$ cat src/rtl/uart_cmd_pkg.sv
// Shared constants and FSM encoding for the UART command responder.
// Holds protocol opcodes, reply codes, the FSM state enum and a helper
// that sizes the register index. Optional macro UART_CMD_CHKSUM_EN adds
// the GET_CHK state for checksum-terminated frames.
package uart_cmd_pkg;

  localparam logic [7:0] OP_WR = 8'h57;
  localparam logic [7:0] OP_RD = 8'h52;
  localparam logic [7:0] ACK   = 8'h06;
  localparam logic [7:0] NAK   = 8'h15;

  typedef enum logic [2:0] {
    ST_IDLE     = 3'd0,
    ST_GET_ADDR = 3'd1,
    ST_GET_DATA = 3'd2,
`ifdef UART_CMD_CHKSUM_EN
    ST_GET_CHK  = 3'd3,
`endif
    ST_EXEC     = 3'd4,
    ST_SEND     = 3'd5
  } state_t;

  // State entered after the last payload byte of a W/R frame.
`ifdef UART_CMD_CHKSUM_EN
  localparam state_t ST_AFTER_PAYLOAD = ST_GET_CHK;
`else
  localparam state_t ST_AFTER_PAYLOAD = ST_EXEC;
`endif

  // Register index width; a single-register bank still needs one bit.
  function automatic int unsigned idx_width(input int unsigned n);
    return (n > 1) ? $clog2(n) : 1;
  endfunction

endpackage

$ cat src/rtl/uart_cmd_regbank.sv
// Bank of NUM_REGS 8-bit control registers with a single write port.
// Ports: clk, rst (async active-low clear), we/addr/wdata write port,
// reg_q flattened contents (reg N at bits [8N+7:8N]).
module uart_cmd_regbank #(
  parameter int unsigned NUM_REGS = 16,
  parameter int unsigned IW       = 4
) (
  input  logic                  clk,
  input  logic                  rst,
  input  logic                  we,
  input  logic [IW-1:0]         addr,
  input  logic [7:0]            wdata,
  output logic [NUM_REGS*8-1:0] reg_q
);

  for (genvar i = 0; i < NUM_REGS; i++) begin : g_reg
    logic [7:0] q;

    always_ff @(posedge clk or negedge rst) begin
      if (!rst) begin
        q <= 8'h00;
      end else if (we && (addr == IW'(i))) begin
        q <= wdata;
      end
    end

    assign reg_q[i*8 +: 8] = q;
  end

endmodule

$ cat src/rtl/uart_cmd_responder.sv
// Byte-framed register read/write responder sitting behind a UART.
// Frames: 'W' ADDR DATA -> ACK, 'R' ADDR -> register value, other -> NAK.
// Optional macro UART_CMD_CHKSUM_EN appends an XOR checksum byte to W/R frames.
// Ports: clk_50m, rst (async active-low); rx_data/rx_rdy/rx_rdy_clr from the
// receiver; tx_data/tx_wr_en/tx_busy to the transmitter; reg_q flattened
// register bank; wr_stb/wr_addr pulse on every register write.
module uart_cmd_responder
  import uart_cmd_pkg::*;
#(
  parameter int unsigned NUM_REGS       = 16,
  parameter int unsigned TIMEOUT_CYCLES = 5000000
) (
  input  logic                  clk_50m,
  input  logic                  rst,
  input  logic [7:0]            rx_data,
  input  logic                  rx_rdy,
  output logic                  rx_rdy_clr,
  output logic [7:0]            tx_data,
  output logic                  tx_wr_en,
  input  logic                  tx_busy,
  output logic [NUM_REGS*8-1:0] reg_q,
  output logic                  wr_stb,
  output logic [7:0]            wr_addr
);

  localparam int unsigned IW = idx_width(NUM_REGS);
  localparam int unsigned TW = 32;

  state_t          state_q, state_d;
  logic            is_wr_q, is_wr_d;
  logic            bad_q, bad_d;
  logic [7:0]      addr_q, addr_d;
  logic [7:0]      data_q, data_d;
  logic [TW-1:0]   tmo_q, tmo_d;
  logic [7:0]      tx_data_q, tx_data_d;
  logic            clr_q, clr_d;
  logic            txw_q, txw_d;
  logic            wr_stb_q, wr_stb_d;
  logic [7:0]      wr_addr_q, wr_addr_d;
`ifdef UART_CMD_CHKSUM_EN
  logic [7:0]      csum_q, csum_d;
`endif

  logic            reg_we;
  logic            accept;
  logic            in_range;
  logic            tmo_hit;
  logic [IW-1:0]   idx;
  logic [7:0]      rd_byte;

  // rx_rdy stays high for one cycle after our clear pulse; ignore it then.
  assign accept   = rx_rdy && !clr_q;
  assign in_range = (32'(addr_q) < NUM_REGS);
  assign tmo_hit  = (tmo_q == TW'(TIMEOUT_CYCLES - 1));
  assign idx      = addr_q[IW-1:0];

  // Read mux over the flattened bank.
  always_comb begin
    rd_byte = 8'h00;
    for (int i = 0; i < int'(NUM_REGS); i++) begin
      if (idx == IW'(i)) rd_byte = reg_q[i*8 +: 8];
    end
  end

  // Next-state and registered-output logic.
  always_comb begin
    state_d   = state_q;
    is_wr_d   = is_wr_q;
    bad_d     = bad_q;
    addr_d    = addr_q;
    data_d    = data_q;
    tmo_d     = tmo_q;
    tx_data_d = tx_data_q;
    wr_addr_d = wr_addr_q;
    clr_d     = 1'b0;
    txw_d     = 1'b0;
    wr_stb_d  = 1'b0;
    reg_we    = 1'b0;
`ifdef UART_CMD_CHKSUM_EN
    csum_d    = csum_q;
`endif

    case (state_q)
      ST_IDLE: begin
        tmo_d = '0;
        if (accept) begin
          clr_d   = 1'b1;
          is_wr_d = (rx_data == OP_WR);
`ifdef UART_CMD_CHKSUM_EN
          csum_d  = rx_data;
`endif
          if ((rx_data == OP_WR) || (rx_data == OP_RD)) begin
            bad_d   = 1'b0;
            state_d = ST_GET_ADDR;
          end else begin
            bad_d   = 1'b1;
            state_d = ST_EXEC;
          end
        end
      end

      ST_GET_ADDR: begin
        if (accept) begin
          clr_d  = 1'b1;
          tmo_d  = '0;
          addr_d = rx_data;
`ifdef UART_CMD_CHKSUM_EN
          csum_d = csum_q ^ rx_data;
`endif
          state_d = is_wr_q ? ST_GET_DATA : ST_AFTER_PAYLOAD;
        end else if (tmo_hit) begin
          tmo_d   = '0;
          state_d = ST_IDLE;
        end else begin
          tmo_d = tmo_q + TW'(1);
        end
      end

      ST_GET_DATA: begin
        if (accept) begin
          clr_d  = 1'b1;
          tmo_d  = '0;
          data_d = rx_data;
`ifdef UART_CMD_CHKSUM_EN
          csum_d = csum_q ^ rx_data;
`endif
          state_d = ST_AFTER_PAYLOAD;
        end else if (tmo_hit) begin
          tmo_d   = '0;
          state_d = ST_IDLE;
        end else begin
          tmo_d = tmo_q + TW'(1);
        end
      end

`ifdef UART_CMD_CHKSUM_EN
      ST_GET_CHK: begin
        if (accept) begin
          clr_d   = 1'b1;
          tmo_d   = '0;
          if (rx_data != csum_q) bad_d = 1'b1;
          state_d = ST_EXEC;
        end else if (tmo_hit) begin
          tmo_d   = '0;
          state_d = ST_IDLE;
        end else begin
          tmo_d = tmo_q + TW'(1);
        end
      end
`endif

      // Range check happens before the address is used as an index.
      ST_EXEC: begin
        state_d = ST_SEND;
        if (bad_q || !in_range) begin
          tx_data_d = NAK;
        end else if (is_wr_q) begin
          reg_we    = 1'b1;
          wr_stb_d  = 1'b1;
          wr_addr_d = addr_q;
          tx_data_d = ACK;
        end else begin
          tx_data_d = rd_byte;
        end
      end

      ST_SEND: begin
        if (!tx_busy) begin
          txw_d   = 1'b1;
          state_d = ST_IDLE;
        end
      end

      default: state_d = ST_IDLE;
    endcase
  end

  // State and output registers.
  always_ff @(posedge clk_50m or negedge rst) begin
    if (!rst) begin
      state_q   <= ST_IDLE;
      is_wr_q   <= 1'b0;
      bad_q     <= 1'b0;
      addr_q    <= 8'h00;
      data_q    <= 8'h00;
      tmo_q     <= '0;
      tx_data_q <= 8'h00;
      clr_q     <= 1'b0;
      txw_q     <= 1'b0;
      wr_stb_q  <= 1'b0;
      wr_addr_q <= 8'h00;
`ifdef UART_CMD_CHKSUM_EN
      csum_q    <= 8'h00;
`endif
    end else begin
      state_q   <= state_d;
      is_wr_q   <= is_wr_d;
      bad_q     <= bad_d;
      addr_q    <= addr_d;
      data_q    <= data_d;
      tmo_q     <= tmo_d;
      tx_data_q <= tx_data_d;
      clr_q     <= clr_d;
      txw_q     <= txw_d;
      wr_stb_q  <= wr_stb_d;
      wr_addr_q <= wr_addr_d;
`ifdef UART_CMD_CHKSUM_EN
      csum_q    <= csum_d;
`endif
    end
  end

  assign rx_rdy_clr = clr_q;
  assign tx_data    = tx_data_q;
  assign tx_wr_en   = txw_q;
  assign wr_stb     = wr_stb_q;
  assign wr_addr    = wr_addr_q;

  uart_cmd_regbank #(
    .NUM_REGS (NUM_REGS),
    .IW       (IW)
  ) u_regbank (
    .clk   (clk_50m),
    .rst   (rst),
    .we    (reg_we),
    .addr  (idx),
    .wdata (data_q),
    .reg_q (reg_q)
  );

endmodule

$ cat config.mk
export PLATFORM = sky130hd
export DESIGN_NAME = uart_cmd_responder
export DESIGN_NICKNAME = d
export VERILOG_FILES = /design/src/rtl/uart_cmd_pkg.sv /design/src/rtl/uart_cmd_regbank.sv /design/src/rtl/uart_cmd_responder.sv
export SDC_FILE = /design/constraint.sdc
export NUM_CORES = 1
export LEC_CHECK = 0
export ABC_AREA = 1
export CORE_MARGIN = 2
export CORE_UTILIZATION = 48
export CTS_CLUSTER_SIZE = 14
export DETAILED_ROUTE_END_ITERATION = 7
export GPL_TIMING_DRIVEN = 0
export PLACE_DENSITY = 0.77
export REMOVE_ABC_BUFFERS = 1
export SKIP_CTS_REPAIR_TIMING = 1
export SLEW_MARGIN = 20
export SYNTH_ARGS = -nofsm -noshare
export SYNTH_HDL_FRONTEND = slang
export SYNTH_SLANG_ARGS = --single-unit
$ cat constraint.sdc
create_clock -name clk_50m -period 1.75 [get_ports clk_50m]
set_clock_uncertainty 0.15 [all_clocks]
set_input_delay 0.4375 -clock clk_50m [delete_from_list [all_inputs] [get_ports clk_50m]]
set_output_delay 0.4375 -clock clk_50m [all_outputs]
set_load 0.03 [all_outputs]
# == Yosys cells after proc, flatten, opt, wreduce, memory -nomap -nowiden ==
# Cells that the tools add are included.
# word_totals
in_bits,12
regBits,200
word_cells,122
output_inout_bits,147
# classes
n_mux,37
eq_ne,24
add_sub_neg,1
bitwise,1
n_lt_le_gt_ge,1
n_reduce_logical,31
# op_table
cell,n
two-way mux 8 bit,18
two-way mux 32 bit,2
one-hot mux 32 bit (2 select lines),1
"adder 32 x 1 -> 32 bit, second input constant",1
"== test 32 x 23 -> 1 bit, second input constant",1
"== test 4 bit, second input constant",8
two-way mux 3 bit,7
logical AND 1 bit,17
"== test 4 x 3 -> 1 bit, second input constant",4
"== test 8 x 7 -> 1 bit, second input constant",2
one-hot mux 3 bit (5 select lines),1
"== test 4 x 2 -> 1 bit, second input constant",2
"< comparator 8 x 5 -> 1 bit, second input constant",1
two-way mux 1 bit,8
AND reduction 2 bit,4
"== test 3 bit, second input constant",2
"== test 4 x 1 -> 1 bit, second input constant",1
zero test 4 bit,1
"inequality test 2 bit, second input constant",2
"== test 3 x 1 -> 1 bit, second input constant",1
"== test 3 x 2 -> 1 bit, second input constant",1
zero test 3 bit,1
AND reduction 3 bit,1
OR reduction 3 bit,1
other kinds (5),7

# == Depth between registers and ports, before layout ==
# Gate-level depths: netlist of the first run.
# logic_depth
ltp_word,19
depth_mapped,15
mapped_depth_nobuf,15

# == Modules after synthesis ==
# Synthesis of the first run repeated with hierarchy kept, for this count alone.
# unflattened
hier_cells,1287
area_unflattened_um2,9865.7
# by_module_without_submodules
mod,n_inst,cells_each,area_per_inst_um2,seq_area_each_um2
uart_cmd_regbank,1,587,5187.5,3203.1
uart_cmd_responder,1,700,4678.2,1801.7

# == Worst setup path before layout of the first run ==
# OpenSTA, ideal clock, no wires.
# synth_timing
path_type,reg2reg
start,reg tmo_q[0]
end,reg tmo_q[26]
slack_ns,-0.207
t_required_ns,1.477
path_buffers,0
arrival_ns,1.684
path_stages_with_launch,15
setup_time_ns,0.123
period_less_slack_ns,1.957
cell_sequence,dfrtp_1 ha_1 nand2_1 inv_2 nand2_2 nor2_1 inv_1 nor3_1 nand3_1 nor2_2 nand2_2 nor3_2 nand2_1 o21ai_1 a21oi_1
# synth_between
elab_chain_cells,4
word_cells_on_any_way,5
cone_classes,add/sub: 1; eq/ne: 1; mux: 3
# synth_lines
item,line_no,text
"start, declared",uart_cmd_responder.sv:34,"logic [TW-1:0] tmo_q, tmo_d;"
"start signal, assigned",uart_cmd_responder.sv:201,tmo_q <= tmo_d;
adder 32 x 1 -> 32 bit or == test 32 x 23 -> 1 bit (tied branches),"uart_cmd_responder.sv:115, uart_cmd_responder.sv:132, uart_cmd_responder.sv:54",
two-way mux 32 bit (*),"uart_cmd_responder.sv:111, uart_cmd_responder.sv:128",
two-way mux 32 bit (*),uart_cmd_responder.sv:103,if (accept) begin
one-hot mux 32 bit (2 select lines) (*),uart_cmd_responder.sv:83,case (state_q)
# Mark *: on every way between the ends. The rest lies on a longest branch, timed or not.
# A chain may end at the register's enable or synchronous reset.

# == Worst setup path in the final report of the first run ==
# layout_timing
start,reg addr_q[1]
end,reg tx_data_q[0] (netlist: tx_data[0])
# layout_between
elab_chain_cells,19
word_cells_on_any_way,37
cone_classes,order compare: 1; eq/ne: 15; mux: 18; reduce/logical: 3
# layout_lines
item,line_no,text
"start, declared",uart_cmd_responder.sv:32,"logic [7:0] addr_q, addr_d;"
"start signal, assigned",uart_cmd_responder.sv:199,addr_q <= addr_d;
zero test 4 bit,uart_cmd_responder.sv:61,if (idx == IW'(i)) rd_byte = reg_q[i*8 +: 8];
two-way mux 8 bit (16 in series),uart_cmd_responder.sv:61,
two-way mux 8 bit,uart_cmd_responder.sv:157,end else if (is_wr_q) begin
two-way mux 8 bit (*),uart_cmd_responder.sv:155,if (bad_q || !in_range) begin
"end signal, assigned",uart_cmd_responder.sv:202,tx_data_q <= tx_data_d;
"end, declared",uart_cmd_responder.sv:35,"logic [7:0] tx_data_q, tx_data_d;"
# Marked as above.

==> results.json, run 1 <==
{
  "cp.arrival_ps": 2540,
  "cts.sinks": 200,
  "setup_viol": 252,
  "final_max_slew_viol_count": 0,
  "min_period_over_period": 1.34,
  "status": "complete, but fails checks",
  "dp_cells": 1516,
  "diodes": 0,
  "tightestPinTransition_ps": 859,
  "grt_overflow": 0,
  "seq_area_um2": 5010,
  "grtUsageMet1": 0.339,
  "stdcell_count": 1598,
  "use_met2": 0.421,
  "clk_pin_slew_ps": 80,
  "hold_violations": 0,
  "htreeDepth": 4,
  "endpoint": "tx_data[0]",
  "ys_types": 43,
  "timing.final.crit_period_ps": 2340,
  "fill_cells": 1537,
  "synth.avg_cell_area_um2": 8.40,
  "clock_latency_ps": 450,
  "regToRegSetupSlack_ps": -590,
  "fin_ws_ps": -591,
  "maxCapViolations": 0,
  "cts_tree": "built",
  "synth_seq_cells": 200,
  "synth_edf_count": 0,
  "violations": "setup timing",
  "p_total_w": 0.0119,
  "rsz0062_at_grt": "true",
  "synthArstFlopShare": 1.00,
  "grt_max_degree": 76,
  "end_kind": "flop",
  "p_comb_frac": 0.247,
  "timing.slew.headroom": 0.427,
  "coreArea_um2": 19300,
  "slowest_delay_ps": 420,
  "drt_iter0_drc": 731,
  "critPathMaxFanout": 8,
  "die_w_um": 144,
  "internal-power_w": 0.00748,
  "setup_tns_ps": -70100,
  "ant_nets": 0,
  "wl_per_cell_um": 17.8,
  "holdWs_ps": 219,
  "cts_root_buf": "clkbuf_16",
  "ir_worst_vdd_mv": 0.911,
  "cts_buffer_depth": 2,
  "syn-cell-area_um2": 9420,
  "dieArea_um2": 20800,
  "top_usage_layer": "met2",
  "clockPowerShare": 0.333,
  "power_leakage_nw": 5.69,
  "r2r_end": "tx_data[0]",
  "gp_congestion": 0.897,
  "grt_pass1_wl_um": 40900,
  "rows": 51,
  "wirelength_um": 28500,
  "antenna_found_initial": 0,
  "multi_input_area_um2": 4400,
  "startpoint": "addr_q[1]",
  "pin_count": 159,
  "layout-drive-gt1-share": 0.236,
  "p_sw_w": 0.00439,
  "first_global_vias": 7619,
  "dpl.hpwl_um": 18300,
  "reg2reg_depth": 15,
  "ys.flop_type": "dfrtp_1",
  "cts_made_buffers": 17,
  "hold_path_class": "input port to flop",
  "r2r_start": "addr_q[1]",
  "dieHeight_um": 144,
  "grt_util_met3": 0.0536,
  "synth_cells": 1121,
  "crit_chain": "inv_2, nand2_2, nor2_4, nand2_1, nand2_1, nor2_1, nand4_1, nand2_1, nand4_1, nand2_1, nand3_1, nand2_1, nand3_1, nand2_1, inv_1",
  "initial_core_util": 0.487,
  "cp_common_cell": "nand2_1",
  "fmax_ghz": 0.427,
  "seqPwrFrac": 0.419,
  "path_class": "flop to flop",
  "vias_per_cell": 5.56,
  "cp_slowest_cell": "dfrtp_2",
  "place.port_buffers": 158,
  "start_kind": "flop",
  "crit_required_ps": 1940,
  "track_usage": 0.256,
  "ys_seq_area_frac": 0.531,
  "areaGrowthSynthToFinish_pct": 33.0,
  "powerDensity_nw_per_um2": 948,
  "swShare": 0.370,
  "num_vias": 8882,
  "worstHoldStart": "rx_rdy",
  "first_pass_iters": 7,
  "nets": 1333,
  "drc": 0,
  "synth_warnings": 0
}
power by group through the flow:
stage                     clock, W  sequential, W  combinational, W
final                      0.00395        0.00498           0.00294
after global routing       0.00418        0.00500           0.00316
after CTS                  0.00399        0.00495           0.00231
after detailed placement         0        0.00504           0.00230
after global placement           0        0.00504           0.00224
after floorplan                  0        0.00505           0.00144
sequential cells by signal (all words and copies together), names as in the netlist:
name and flops:
wr_stb 1, rx_rdy_clr 1, tx_data 8, wr_addr 8
data_q 8, is_wr_q 1, addr_q 8, tx_wr_en 1
u_regbank.g.q 128, state_q 3, tmo_q 32, bad_q 1
cell usage after synthesis (12+ instances only):
cell / count / share of area
inv_1: 92 / 0.037
nand2_4: 12 / 0.014
nand2_1: 325 / 0.13
nor2_1: 84 / 0.033
inv_2: 12 / 0.0048
nand3_1: 30 / 0.016
nand4_1: 32 / 0.021
a21oi_1: 24 / 0.013
dfrtp_1: 200 / 0.53
nor3_1: 19 / 0.010
clkbuf_1: 16 / 0.0064
nor2_2: 19 / 0.013
xor2_1: 14 / 0.013
nor4_1: 12 / 0.0080
o21ai_0: 153 / 0.081
final cells by class:
class | count | share of cell area
timing repair buffer | 204 | 0.141
multi-input combinational | 790 | 0.351
clock inverter | 15 | 0.0140
clock buffer | 17 | 0.0340
inverter | 107 | 0.0343
sequential | 200 | 0.400
tap | 265 | 0.0265
per-stage QoR:
stage	instance area, µm²	setup WS, ps	utilization
after CTS	11800	-1290	0.612
final	12500	-591	0.648
after floorplan	9260	-556	-
after detailed placement	11200	-1380	0.581
after global placement	11200	-8170	0.578
after global routing	12500	-709	0.648
routing by layer:
metal | vias to the layer above | wire [µm]
li1 | 4068 | -
met1 | 4227 | 11100
met2 | 505 | 14000
met3 | 82 | 2480
met5 | - | 0
met4 | 0 | 968
placed cells by master, fill, tap and decap left out, types with 9 or more instances in the layout:
cell type,n
nand2_1,285
dfrtp_1,196
o21ai_0,128
inv_1,86
clkdlybuf4s50_1,81
clkbuf_2,73
nor2_1,72
nand2_2,34
nand4_1,32
nand3_1,30
buf_4,29
a21oi_1,23
nand2_4,22
o21ai_1,21
nor2_4,21
nor2_2,18
nor3_1,17
clkbuf_16,17
inv_2,15
xor2_1,13
o21ai_2,12
nand2_8,10
buf_12,10
nor4_1,9
worst min-delay path by stage:
stage	end	slack, ps	cells after the start
after floorplan	addr_q[0]	-8	0
after detailed placement	u_regbank.g_reg[6].q[6]	310	1
after global placement	addr_q[5]	310	2
after global routing	rx_rdy_clr	250	5
after CTS	u_regbank.g_reg[6].q[6]	-170	1
final	rx_rdy_clr	220	5
worst max-delay path: cells and delay by family, from the launching register on:
kind / cells / cell delay [ps]
buffers and inverters: 2 / 110
and+or+nand+nor: 13 / 1550
DFF: 1 / 420
kinds of logic after synthesis:
logic type | after synthesis | share of synthesized area
and+or+nand+nor | 572 | 0.283
DFF | 200 | 0.531
AOI/OAI and AO/OA | 194 | 0.108
buffers and inverters | 137 | 0.0604
xor gates and xnor gates | 15 | 0.0139
muxes | 2 | 0.00213
adders and majority gates | 1 | 0.00133
Note: power is estimated with default switching activity, not from simulation.
==> inputs of run 2 (changes only) <==
==> constraint.sdc (replaced) <==
create_clock -name clk_50m -period 1.75 [get_ports clk_50m]
set_clock_uncertainty 0.15 [all_clocks]
set_input_delay 0.2625 -clock clk_50m [delete_from_list [all_inputs] [get_ports clk_50m]]
set_output_delay 0.2625 -clock clk_50m [all_outputs]
set_load 0.03 [all_outputs]
==> run 2 against run 1 <==
Compared with the run above:
- the flow still finishes with violations (setup timing)
- combinational power fell by 1%
- power fell by 0.31%
- clock-buffer cell count did not move
- sequential share of layout area fell by 1.4 points
- wire length rose by 0.45%
- worst hold slack improved by 21 ps
- via count fell by 1.4%
- critical path type unchanged
==> results.json, run 2 (synthesis gave the netlist of run 1 again) <==
{
  "status": "complete, but fails checks",
  "violations": "setup timing",
  "path_class": "flop to flop",
  "reg_top3": "u_regbank.g.q: 128 flops, tmo_q: 32 flops",
  "crit_required_ps": 1940,
  "cp_common_cell": "nand2_1",
  "cp_slowest_cell": "dfrtp_2",
  "setup_viol": 278,
  "place.port_buffers": 158,
  "rows": 51,
  "cts.sinks": 200,
  "layout-drive-gt1-share": 0.187,
  "mostFrequentLayoutCells": "280 x nand2_1, 192 x dfrtp_1, 116 x o21ai_0",
  "cts_root_buf": "clkbuf_16",
  "ir_worst_vdd_mv": 0.925,
  "start_kind": "flop",
  "cp.arrival_ps": 2520,
  "dieArea_um2": 20800,
  "initial_core_util": 0.487,
  "holdWs_ps": 240,
  "first_pass_iters": 6,
  "pin_count": 159,
  "maxCapViolations": 0,
  "first_global_vias": 7619,
  "coreArea_um2": 19300,
  "tightestPinTransition_ps": 860,
  "final_max_slew_viol_count": 0,
  "power_leakage_nw": 6.30,
  "cts_buffer_depth": 2,
  "wl_per_cell_um": 18.0,
  "antenna_found_initial": 1,
  "clock_latency_ps": 440,
  "hold_violations": 0,
  "grt_pass1_wl_um": 40900,
  "vias_per_cell": 5.50,
  "hold_path_class": "input port to asynchronous set/reset pin",
  "timing.slew.headroom": 0.426,
  "die_w_um": 144,
  "grt_max_degree": 76,
  "dpl.hpwl_um": 18300,
  "clk_pin_slew_ps": 80,
  "largest_register_ffs": 128,
  "cts_made_buffers": 17,
  "final_common_cell": "nand2_1",
  "ant_nets": 0,
  "dieHeight_um": 144,
  "timing.final.crit_period_ps": 2330,
  "slowest_delay_ps": 420,
  "wirelength_um": 28600,
  "areaGrowthSynthToFinish_pct": 37.9,
  "critPathMaxFanout": 8,
  "end_kind": "flop",
  "num_vias": 8759,
  "final_util": 0.672,
  "crit_chain": "inv_2, nand2_2, nor2_4, nand2_1, nand2_1, nor2_1, nand4_1, nand2_1, nand4_1, nand2_1, nand3_1, nand2_1, nand3_1, nand2_1, inv_1",
  "drt_iter0_drc": 728,
  "cp_num_buf_inv": 2,
  "gp_congestion": 0.897,
  "cts_tree": "built",
  "grt_overflow": 0,
  "fin_ws_ps": -579,
  "min_period_over_period": 1.33,
  "drc": 0,
  "track_usage": 0.256,
  "placed_area_um2": 11200,
  "nets": 1327,
  "powerDensity_nw_per_um2": 911,
  "final_area_um2": 13000,
  "rsz0062_at_grt": "true",
  "htreeDepth": 4,
  "crit_family": "simple AND/OR/NAND/NOR gates",
  "diodes": 0,
  "regMostFlops": "u_regbank.g.q",
  "fmax_ghz": 0.429
}
-- run 2: layout make-up --
type,instances,area [µm²]
Multi-Input combinational cell,790,4450
Clock buffer,17,425
Sequential cell,200,5010
Fill cell,1458,6340
Tap cell,265,332
Inverter,107,427
Clock inverter,15,175
Timing Repair Buffer,198,2170
-- run 2: per-layer routing --
metal  global-route usage  share of wire
met1                0.339           0.39
met2                0.421           0.49
met3               0.0536          0.083
met4               0.0862          0.035
met5                    0              0
-- run 2: worst paths after layout --
kind / cells after the start / slack (ps) / to / from
hold / removal: 2 / 240 / u_regbank.g_reg[6].q[6] / rst
max in group asynchronous: 3 / 410 / tmo_q[25] / rst
setup reg to reg: 15 / -580 / tx_data[0] / addr_q[1]
min in group clk_50m: 3 / 300 / data_q[4] / rx_data[4]
hold reg to reg: 2 / 340 / tx_data[6] / tx_data[6]
setup / recovery: 15 / -580 / tx_data[0] / addr_q[1]
-- run 2: where the power goes --
| group | internal, W | switching (W) | leakage [nW] |
|---|---|---|---|
| combinational | 0.000707 | 0.00219 | 3.29 |
| sequential | 0.00481 | 0.000169 | 2.72 |
| clock | 0.00193 | 0.00202 | 0.289 |
| total | 0.00745 | 0.00438 | 6.30 |
-- run 2: metrics by stage --
stage          power [W]  setup WS, ps  cells  setup TNS, ps
6_report          0.0118          -579   1592         -60930
5_1_grt           0.0123          -717   1592         -79190
4_1_cts           0.0112         -1290   1548        -188030
3_5_place_dp     0.00734         -1260   1516        -169470
3_3_place_gp     0.00728         -8000   1514       -1751620
2_1_floorplan    0.00649          -556   1091         -56520
